==> src/rtl/derepeater.sv <==
// Purpose : collapse each group of N repeated AXI-stream words into one word by per-bit majority vote.
// Latency : 1 clk from the accept of a group's closing sample to axis_out_tvalid.
// Backpr. : samples 0..N-2 always accepted; the closing sample stalls only while the output slot is full and not draining.
//
// Ports
//   clk, reset_n        clock (rising edge), asynchronous active-low reset
//   axis_in_*           repeated input samples (tdata/tvalid/tready)
//   align               synchronous resync: drop the partial group, restart counting
//   axis_out_*          voted word, valid/ready, mismatch flag qualified by tvalid
//   recv_cnt            samples accepted so far in the current group
module derepeater #(
    parameter int N      = 4,
    parameter int DATA_W = 32
) (
    input  logic                   clk,
    input  logic                   reset_n,
    input  logic [DATA_W-1:0]      axis_in_tdata,
    input  logic                   axis_in_tvalid,
    output logic                   axis_in_tready,
    input  logic                   align,
    output logic [DATA_W-1:0]      axis_out_tdata,
    output logic                   axis_out_tvalid,
    input  logic                   axis_out_tready,
    output logic                   axis_out_mismatch,
    output logic [$clog2(N)-1:0]   recv_cnt
);

    localparam int CNT_W  = $clog2(N);
    localparam int ONES_W = $clog2(N + 1);

    localparam logic [CNT_W-1:0]  LAST    = CNT_W'(N - 1);
    localparam logic [ONES_W-1:0] N_ONES  = ONES_W'(N);
    localparam logic [ONES_W:0]   N_DBL   = (ONES_W + 1)'(N);

    // ------------------------------------------------------------------
    // State
    // ------------------------------------------------------------------
    logic [CNT_W-1:0]  cnt_q,     cnt_d;
    logic [ONES_W-1:0] ones_q     [DATA_W];
    logic [ONES_W-1:0] ones_d     [DATA_W];
    logic [DATA_W-1:0] first_q,   first_d;
    logic [DATA_W-1:0] out_dat_q, out_dat_d;
    logic              out_vld_q, out_vld_d;
    logic              out_mis_q, out_mis_d;

    // ------------------------------------------------------------------
    // Handshake qualifiers
    // ------------------------------------------------------------------
    logic in_rdy;
    logic accept;
    logic take;
    logic closing;

    // Ready looks only at registered state and the downstream ready, never
    // at tvalid, so there is no combinational loop through the source.
    assign in_rdy  = (cnt_q != LAST) || !out_vld_q || axis_out_tready;
    assign accept  = axis_in_tvalid && in_rdy;
    // align wins over a coincident accept: that sample is simply dropped.
    assign take    = accept && !align;
    assign closing = take && (cnt_q == LAST);

    // ------------------------------------------------------------------
    // Vote on the completed group (stored counts + the closing sample)
    // ------------------------------------------------------------------
    logic [ONES_W-1:0] ones_fin [DATA_W];
    logic [DATA_W-1:0] vote_dat;
    logic              vote_mis;

    always_comb begin
        vote_dat = '0;
        vote_mis = 1'b0;
        for (int b = 0; b < DATA_W; b++) begin
            ones_fin[b] = ones_q[b] + ONES_W'(axis_in_tdata[b]);
            // Compare 2*ones against N; a tie (even N only) falls back to
            // the first copy of the group.
            if ({ones_fin[b], 1'b0} > N_DBL) begin
                vote_dat[b] = 1'b1;
            end else if ({ones_fin[b], 1'b0} < N_DBL) begin
                vote_dat[b] = 1'b0;
            end else begin
                vote_dat[b] = first_q[b];
            end
            if ((ones_fin[b] != '0) && (ones_fin[b] != N_ONES)) begin
                vote_mis = 1'b1;
            end
        end
    end

    // ------------------------------------------------------------------
    // Group counter, ones counters, first-sample register
    // ------------------------------------------------------------------
    always_comb begin
        cnt_d   = cnt_q;
        first_d = first_q;
        for (int b = 0; b < DATA_W; b++) begin
            ones_d[b] = ones_q[b];
        end

        if (align) begin
            cnt_d = '0;
            for (int b = 0; b < DATA_W; b++) begin
                ones_d[b] = '0;
            end
        end else if (take) begin
            if (cnt_q == LAST) begin
                // Group complete: the vote consumed the counts, start fresh.
                cnt_d = '0;
                for (int b = 0; b < DATA_W; b++) begin
                    ones_d[b] = '0;
                end
            end else begin
                cnt_d = cnt_q + CNT_W'(1);
                for (int b = 0; b < DATA_W; b++) begin
                    ones_d[b] = ones_q[b] + ONES_W'(axis_in_tdata[b]);
                end
                if (cnt_q == '0) begin
                    first_d = axis_in_tdata;
                end
            end
        end
    end

    // ------------------------------------------------------------------
    // Output slot: a new word may load in the same cycle the old one drains,
    // which keeps back-to-back groups at full rate.
    // ------------------------------------------------------------------
    always_comb begin
        out_dat_d = out_dat_q;
        out_mis_d = out_mis_q;
        out_vld_d = out_vld_q;
        if (closing) begin
            out_dat_d = vote_dat;
            out_mis_d = vote_mis;
            out_vld_d = 1'b1;
        end else if (out_vld_q && axis_out_tready) begin
            out_vld_d = 1'b0;
        end
    end

    // ------------------------------------------------------------------
    // Registers
    // ------------------------------------------------------------------
    always_ff @(posedge clk or negedge reset_n) begin
        if (!reset_n) begin
            cnt_q     <= '0;
            first_q   <= '0;
            out_dat_q <= '0;
            out_vld_q <= 1'b0;
            out_mis_q <= 1'b0;
            for (int b = 0; b < DATA_W; b++) begin
                ones_q[b] <= '0;
            end
        end else begin
            cnt_q     <= cnt_d;
            first_q   <= first_d;
            out_dat_q <= out_dat_d;
            out_vld_q <= out_vld_d;
            out_mis_q <= out_mis_d;
            for (int b = 0; b < DATA_W; b++) begin
                ones_q[b] <= ones_d[b];
            end
        end
    end

    // ------------------------------------------------------------------
    // Outputs
    // ------------------------------------------------------------------
    assign axis_in_tready    = in_rdy;
    assign axis_out_tdata    = out_dat_q;
    assign axis_out_tvalid   = out_vld_q;
    assign axis_out_mismatch = out_mis_q;
    assign recv_cnt          = cnt_q;

endmodule
==> config.mk <==
export PLATFORM = sky130hd
export DESIGN_NAME = derepeater
export DESIGN_NICKNAME = d
export VERILOG_FILES = /design/src/rtl/derepeater.sv
export SDC_FILE = /design/constraint.sdc
export NUM_CORES = 1
export LEC_CHECK = 0
export CAP_MARGIN = 15
export CORE_MARGIN = 2
export CORE_UTILIZATION = 61
export DETAILED_ROUTE_END_ITERATION = 16
export PLACE_DENSITY_LB_ADDON = 0.12
export SLEW_MARGIN = 20
export SYNTH_ARGS = -nofsm -noshare
export SYNTH_HDL_FRONTEND = slang
export SYNTH_SLANG_ARGS = --single-unit
==> constraint.sdc <==
create_clock -name clk -period 4.5 [get_ports clk]
set_clock_uncertainty 0.2 [all_clocks]
set_input_delay 0.45 -clock clk [delete_from_list [all_inputs] [get_ports clk]]
set_output_delay 0.45 -clock clk [all_outputs]
set_load 0.03 [all_outputs]
# Yosys cells after proc, flatten, opt, wreduce, memory -nomap -nowiden
# Cells that the tools add are included.
# classes
add_sub_neg	33
mul	0
div	0
order_cmp	64
n_eq_ne	34
shift	0
n_mux	104
bitwise	2
n_reduce_logical	76
# ops
op	count
$mux W96	3
$gt A4 B3 Y1 const B	32
$lt A4 B3 Y1 const B	32
$mux W1	98
$add A3 B1 Y3	32
$ne A3 B3 Y1 const B	32
$reduce_bool A3 Y1	32
$logic_and A1 B1 Y1	36
$mux W2	3
$reduce_and A4 Y1	1
$reduce_bool A2 Y1	2
$add A2 B1 Y2 const B	1
$eq A2 B2 Y1 const B	1
$logic_not A1 Y1	2
$logic_not A2 Y1	1
$logic_or A1 B1 Y1	2
$ne A2 B2 Y1 const B	1
$not A1 Y1	2
# totals
register_bits	164
latch_bits	0
ram_bits	0
mem_bits_ro	0
inputBits	37
output_inout_bits	37
n_memories	0

# Depth between registers and ports, before layout
# Gate-level depths: netlist of the first run.
# logic_depth
ltp_word	35
depth_mapped	7
depth_no_buf	6

# Least setup slack after synthesis of the first run
# No wires, ideal clock.
# synth_path
kind	reg-to-reg
from	reg cnt_q[0], in the netlist recv_cnt[0]
to	reg cnt_q[0], in the netlist recv_cnt[0]
setup_time_ps	84
arrival_time_ps	1991
required_ps	4216
path_slack_ps	2225
path_stages_with_launch	8
n_path_buf	2
cell_sequence	dfrtp_1 > ha_1 > nand3b_1 > a21oi_2 > buf_2 > buf_2 > nand2_1 > o21ai_0
# synth_between
elab_chain_len	6
word_cells_on_any_way	11
# synth_rtl
item	line	rtl
from (decl)	38	logic [CNT_W-1:0] cnt_q, cnt_d;
from (signal assigned)	154	cnt_q <= cnt_d;
$ne A2 B2 Y1	56	assign in_rdy = (cnt_q != LAST) || !out_vld_q || axis_out_tready;
$logic_or A1 B1 Y1 (2 in series)	56	
via axis_in_tready	19	output logic axis_in_tready,
$logic_and A1 B1 Y1	57	assign accept = axis_in_tvalid && in_rdy;
$logic_and A1 B1 Y1	59	assign take = accept && !align;
$reduce_bool A2 Y1 (no line)	n/a	
# The timed path passes the listed nets, and every way through them passes these cells. The select of a mux whose other input is x is not followed.
# A chain may end at the register's enable or synchronous reset.

# Worst setup path in the final report of the first run
# layout_path
from	reg cnt_q[0], in the netlist recv_cnt[0]
to	out axis_in_tready
# layout_between
elab_chain_len	3
# layout_rtl
item	line
$ne A2 B2 Y1	56
$logic_or A1 B1 Y1 (2 in series)	56
to (decl)	19
# No other way between the ends.

==> qor.yml, run 1 <==
io_buffers: 73
synth_xor_area_frac: 0.03693
drtPass1Iterations: 4
use_met3: 0.06590
ys_warn_count: 0
htree_num_levels: 4
die-area_um2: 13350
hold_slack_ns: -0.06402
drv_cap: 0
synth-seq-area-share: 0.5407
use_met2: 0.4558
ys_top_cells_by_area: "dfrtp_1 54%, ha_1 11%, a22o_1 7.4%, o21ai_0 6.3%, mux2_1 4.5%"
first_iter_violations: 402
dpl_cell_area_um2: 8426
routed_wl_um: 17660
cts_resized: 0
power_leakage_nw: 4.131
vias_per_cell: 6.096
io_pins: 74
cts.sinks: 164
postCtsHoldBufs: 0
avgSynthCellArea_um2: 11.55
fin_crit_sh: 0.6190
grt_pass1_wl_um: 29130
root_buffer: "clkbuf_16"
hpwl_um: 11270
core_um2: 12060
synth_simple_gate_area_frac: 0.07352
tightest_slew_ns: 1.078
synth_nets: 760
synth_compound_area_frac: 0.1675
synthCells: 657
hold_viol_final: 44
peakVddDrop_v: 0.0004717
fin_tns_setup_ns: 0
synthToLayoutAreaGrowth_pct: 18.79
p_per_area_nw_per_um2: 449.2
ys_ff_latch: 164
drc: 0
place_congestion: 0.7931
met1_usage: 0.3851
grt-busiest-layer: "met2"
grt.total_usage: 0.2865
start_util: 0.6293
diodes: 0
clk_pin_slew_worst_paths_ns: 0.06
rsz0062_at_grt: "false"
synth_top_family_by_area: "compound AO/OA/AOI/OAI gates"
fin_area_um2: 9016
violations: "hold timing"
finalNetCount: 822
grt_max_degree: 117
hold_path_class: "primary input to async pin"
final_cell_mix: "164 x dfrtp_1, 96 x o21ai_0, 72 x clkdlybuf4s50_1"
endpoint_kind: "output pin"
wl_per_cell_um: 19.71
synthAdderAreaFrac: 0.1088
mostFrequentLayoutCell: "dfrtp_1"
yosysUniqueCellTypes: 25
fmax_mhz: 359.0
die_x_um: 115.5
insertion_delay_ns: 0.42
muxShareOfSynthArea: 0.04748
path_max_fanout: 5
cts_buffers: 17
post-cts-setup-buffers: 0
grt_pass1_vias: 5693
worstPathRequired_ns: 3.85
setup-violations-final: 0
status: "complete, but fails checks"
yosysTopAreaCellShare: 0.5407
relSlewSlack: 0.2815
die_h_um: 115.5
cp.arrival_ns: 2.14
worstSetupPathType: "flip-flop to output pin"
layout-drive-gt1-share: 0.05357
mappedNetlistArea_um2: 7590
cts_tree: "done"
antenna_found_initial: 1
cts_buffer_depth: 2
ant_nets: 0
fin_crit_ns: 2.786
startpoint_type: "flip-flop"
core.rowCount: 40
via_count: 5462
grt_overflow_total: 0
synth_area_leader_cell: "dfrtp_1"
maxSlewViolCount: 0
## sequential cells by signal, indices dropped and copies added, names as in the netlist
| signal | count |
|---|---|
| ones_q | 96 |
| axis_out_tdata | 32 |
| first_q | 32 |
| recv_cnt | 2 |
| axis_out_mismatch | 1 |
| axis_out_tvalid | 1 |
## metal layers
| layer | up-vias | part of all wire |
|---|---|---|
| met5 | - | 0.00074 |
| met4 | 2 | 0.021 |
| met3 | 33 | 0.048 |
| met2 | 145 | 0.50 |
| met1 | 2757 | 0.43 |
| li1 | 2525 | - |
## per-stage QoR
| stage | setup slack, ns | instances | total power [mW] | util | hold WS [ns] |
|---|---|---|---|---|---|
| 2_1_floorplan | 2.225 | 657 | 2.237 | - | -0.04559 |
| 3_3_place_gp | 1.583 | 868 | 2.570 | 0.6985 | 0.2610 |
| 3_5_place_dp | 1.550 | 868 | 2.606 | 0.6985 | 0.2706 |
| 4_1_cts | 1.716 | 896 | 4.071 | 0.7473 | 0.02514 |
| 5_1_grt | 1.607 | 896 | 4.218 | 0.7475 | 0.01211 |
| 6_report | 1.715 | 896 | 4.050 | 0.7475 | -0.06402 |
## where the power goes
part / internal [mW] / switching [mW] / total [mW] / leakage (nW)
Clock: 0.918 / 0.547 / 1.46 / 0.291
Sequential: 1.67 / 0.112 / 1.78 / 2.16
Combinational: 0.347 / 0.460 / 0.808 / 1.68
Total: 2.93 / 1.12 / 4.05 / 4.13
## path summary, 6_finish.rpt
check | start | to | slack (ns) | depth (start not counted)
setup / recovery | recv_cnt[0]$_DFFE_PN0P_ | axis_in_tready | 1.71 | 3
hold / removal | reset_n | axis_out_tdata[10]$_DFFE_PN0P_ | -0.06 | 1
setup reg to reg | recv_cnt[0]$_DFFE_PN0P_ | ones_q[26]$_DFFE_PN0P_ | 1.79 | 6
hold reg to reg | first_q[9]$_DFFE_PN0P_ | first_q[9]$_DFFE_PN0P_ | 0.28 | 1
max in group asynchronous | reset_n | ones_q[32]$_DFFE_PN0P_ | 3.27 | 2
min in group clk | first_q[9]$_DFFE_PN0P_ | first_q[9]$_DFFE_PN0P_ | 0.28 | 1
## area by class of cell
type	count	area [µm²]
clock buffers	23	488.0
clock inverters	5	100.1
fillers	822	3045
inverters	3	11.26
multi-input cells	454	3311
flip-flops and latches	164	4104
well taps	168	210.2
repair buffers	79	792.0
## synthesized netlist by cell type
library cell    n
a21oi_1         2
a21oi_2         1
a22o_1         64
a31oi_1        33
and2_1          1
and4b_1         1
buf_2          17
buf_6           3
clkbuf_1       16
dfrtp_1       164
ha_1           66
inv_1           3
mux2_1         30
mux2_2          2
nand2_1        34
nand2b_1        1
nand3b_1        1
nand4_1         4
nor2_1         66
nor3b_2         1
nor4_1         17
o21ai_0        96
o21ai_1         1
or3b_2          1
xnor2_1        32
## critical path, stage by stage, from the launching register on
cell	delay, ns
dfrtp_1	0.44
ha_1	0.31
nand3b_1	0.24
clkdlybuf4s50_1	0.72
## kinds of logic after synthesis
| group | count (synthesis) |
|---|---|
| AO/OA/AOI/OAI | 197 |
| XOR/XNOR | 32 |
| adder cells (fa/ha/maj) | 66 |
| buffers and inverters | 39 |
| flip-flops | 164 |
| multiplexers | 32 |
| AND/OR/NAND/NOR | 127 |
No activity file was read; power rests on OpenSTA's default activity.
==> run 2: changes to the inputs <==
--- a/config.mk
+++ b/config.mk
@@ -7,7 +7,7 @@
 export LEC_CHECK = 0
 export CAP_MARGIN = 15
 export CORE_MARGIN = 2
-export CORE_UTILIZATION = 61
+export CORE_UTILIZATION = 52
 export DETAILED_ROUTE_END_ITERATION = 16
 export PLACE_DENSITY_LB_ADDON = 0.12
 export SLEW_MARGIN = 20
==> constraint.sdc (replaced) <==
create_clock -name clk -period 2.2 [get_ports clk]
set_clock_uncertainty 0.2 [all_clocks]
set_input_delay 0.22 -clock clk [delete_from_list [all_inputs] [get_ports clk]]
set_output_delay 0.22 -clock clk [all_outputs]
set_load 0.03 [all_outputs]
==> run 2 against run 1 <==
The run now ends clean. Die area is 17% higher. Register-to-register slack worse by 1.7 ns. Utilization is 7.7 points lower. Highest routed layer is now met4. Cell count is 7.1% higher. Critical path depth is 4 higher. Worst setup slack worse by 1.6 ns. Via count is 1.8% higher. Power is 110% higher. Wire length is 3.4% higher. Sequential power is 100% higher. Non-clock buffer count is 47 higher. First-iteration DRC count is 24% higher.
==> qor.yml, run 2 (synthesis gave the netlist of run 1 again) <==
status: "finished, final reports clean"  # was complete, but fails checks
cts_buffer_depth: 2  # unchanged
antenna_found_initial: 0  # was 1
hpwl_um: 12210  # was 11,270 µm
cp.arrival_ns: 2.23  # was 2.14 ns
relSlewSlack: 0.6412  # was 0.2815
mostFrequentLayoutCell: "dfrtp_1"  # unchanged
clk_pin_slew_worst_paths_ns: 0.06  # about the same
regMostFlops: "ones_q"  # unchanged
final_cell_mix: "162 x dfrtp_1, 96 x o21ai_0, 71 x clkdlybuf4s50_1"  # was 164 x dfrtp_1, 96 x o21ai_0, 72 x clkdlybuf4s50_1
endpoint_kind: "flip-flop"  # was output pin
place_congestion: 0.8138  # was 0.7931
worst_slack_ns: 0.06845  # was 1.715 ns
fin_tns_setup_ns: 0  # unchanged
core_um2: 14370  # was 12,060 µm²
die_x_um: 124.8  # was 115.5 µm
synthToLayoutAreaGrowth_pct: 27.00  # was 18.79%
grt_pass1_vias: 5881  # was 5,693
via_count: 5560  # was 5,462
drv_cap: 0  # unchanged
worstSetupPathType: "flip-flop to flip-flop"  # was flip-flop to output pin
start_util: 0.5282  # was 0.6293
hold_path_class: "primary input to async pin"  # unchanged
fmax_mhz: 469.1
cts_buffers: 17  # unchanged
grt_pass1_wl_um: 30630  # was 29,130 µm
fin_area_um2: 9639  # was 9016 µm²
power.internal_mw: 5.944  # was 2.930 mW
nFillCells: 1054  # was 822
preCtsSetupSlack_ns: -0.4851  # was 1.550 ns
wl_per_cell_um: 19.02  # was 19.71 µm
io_buffers: 73  # unchanged
maxSlewViolCount: 0  # unchanged
grt_overflow_total: 0  # unchanged
r2r_cells: 7  # was 6
setup-violations-final: 0  # unchanged
worstPathRequired_ns: 2.30  # was 3.85 ns
rr_endpoint: "axis_out_mismatch$_DFFE_PN0P_"  # was ones_q[26]$_DFFE_PN0P_
die-area_um2: 15580  # was 13,350 µm²
routed_wl_um: 18260  # was 17,660 µm
post-cts-setup-buffers: 0  # unchanged
swShare: 0.2852  # was 0.2765
fin_crit_sh: 0.9689
finalNetCount: 869  # was 822
grt_max_degree: 69  # was 117
p_per_area_nw_per_um2: 862.6  # was 449.2 nW/µm²
drtPass1Iterations: 4  # unchanged
core.rowCount: 44  # was 40
die_h_um: 124.8  # was 115.5 µm
rr_startpoint: "ones_q[30]$_DFFE_PN0P_"  # was recv_cnt[0]$_DFFE_PN0P_
power_leakage_nw: 4.391  # was 4.131 nW
largest_reg_flops: 96  # unchanged
switchingPower_mw: 2.371  # was 1.120 mW
hold_viol_final: 0  # was 44
cts.sinks: 164  # unchanged
vias_per_cell: 5.792  # was 6.096
diodes: 0  # unchanged
io_pins: 74  # unchanged
combPwrFrac: 0.222  # was 0.199
drc: 0  # unchanged
grt.total_usage: 0.2480  # was 0.2865
rrSetupSlack_ns: 0.07  # was 1.79 ns
p_total_mw: 8.315  # was 4.050 mW
first_iter_violations: 497  # was 402
startpoint_type: "flip-flop"  # unchanged
cts_tree: "done"  # unchanged
tightest_slew_ns: 0.5382  # was 1.078 ns
ant_nets: 0  # unchanged
peakVddDrop_v: 0.0006018  # was 0.0004717 V
layout-drive-gt1-share: 0.1379  # was 0.05357
dpl_cell_area_um2: 8906  # was 8426 µm²
path_max_fanout: 2  # was 5
htree_num_levels: 4  # unchanged
fin_crit_ns: 2.132
insertion_delay_ns: 0.43  # was 0.42 ns
root_buffer: "clkbuf_16"  # unchanged
clkPwrFrac: 0.341  # was 0.362
power_frac_seq: 0.437  # was 0.439
run 2: worst max-delay path by stage:
| stage | cells past startpoint | slack [ns] | to | start |
|---|---|---|---|---|
| after floorplan | 7 | 0.05 | recv_cnt[0]$_DFFE_PN0P_ | recv_cnt[0]$_DFFE_PN0P_ |
| after global placement | 7 | -0.48 | axis_out_mismatch$_DFFE_PN0P_ | axis_in_tdata[5] |
| after detailed placement | 7 | -0.49 | axis_out_mismatch$_DFFE_PN0P_ | axis_in_tdata[5] |
| after CTS | 7 | 0.007 | axis_out_mismatch$_DFFE_PN0P_ | ones_q[15]$_DFFE_PN0P_ |
| after global routing | 6 | -0.02 | axis_out_mismatch$_DFFE_PN0P_ | ones_q[39]$_DFFE_PN0P_ |
| final | 7 | 0.07 | axis_out_mismatch$_DFFE_PN0P_ | ones_q[30]$_DFFE_PN0P_ |
run 2: through the flow:
step	utilization	hold WS (ns)	instances
3_5_place_dp	0.6198	0.01737	930
3_3_place_gp	0.6198	0.01156	930
4_1_cts	0.6633	0.1285	960
5_1_grt	0.6708	0.1582	960
6_report	0.6708	0.1285	960
2_1_floorplan	-	-0.2756	657
run 2: critical path, stage by stage, from the launching register on:
cell	delay, ns
dfrtp_1	0.40
ha_1	0.19
ha_1	0.30
nor4_2	0.28
buf_4	0.15
nand4_1	0.12
nor4_2	0.27
a21oi_1	0.10
run 2: area by class of cell:
type,instances,area (µm²),share of cell area
clock inverters,5,50.05,0.005192
clock buffers,24,501.7,0.05205
repair buffers,126,1259,0.1306
inverters,3,11.26,0.001168
well taps,184,230.2,0.02388
flip-flops and latches,164,4106,0.4260
multi-input cells,454,3481,0.3611
run 2: timing repair:
action | CTS | global route
setup endpoints to repair | 2 | 1
gates resized for setup | 11 | 13
pin swaps | 3 | 8
hold buffers | 1 | 0
hold endpoints to repair | 139 | 0
run 2: power by group through the flow:
stage / combinational (mW) / clock [mW] / sequential (mW)
2_1_floorplan: 0.613 / 0 / 3.96
3_3_place_gp: 1.76 / 0 / 3.66
3_5_place_dp: 1.79 / 0 / 3.68
4_1_cts: 1.83 / 2.88 / 3.63
5_1_grt: 1.98 / 3.01 / 3.68
6_report: 1.84 / 2.84 / 3.63
run 2: metal layers:
layer | global-route usage | share of wire | vias to the layer above
met1 | 0.3308 | 0.45 | 2816
li1 | - | - | 2624
met5 | 0 | 0 | -
met4 | 0.07582 | 0.019 | 0
met3 | 0.04768 | 0.032 | 25
met2 | 0.4140 | 0.50 | 95
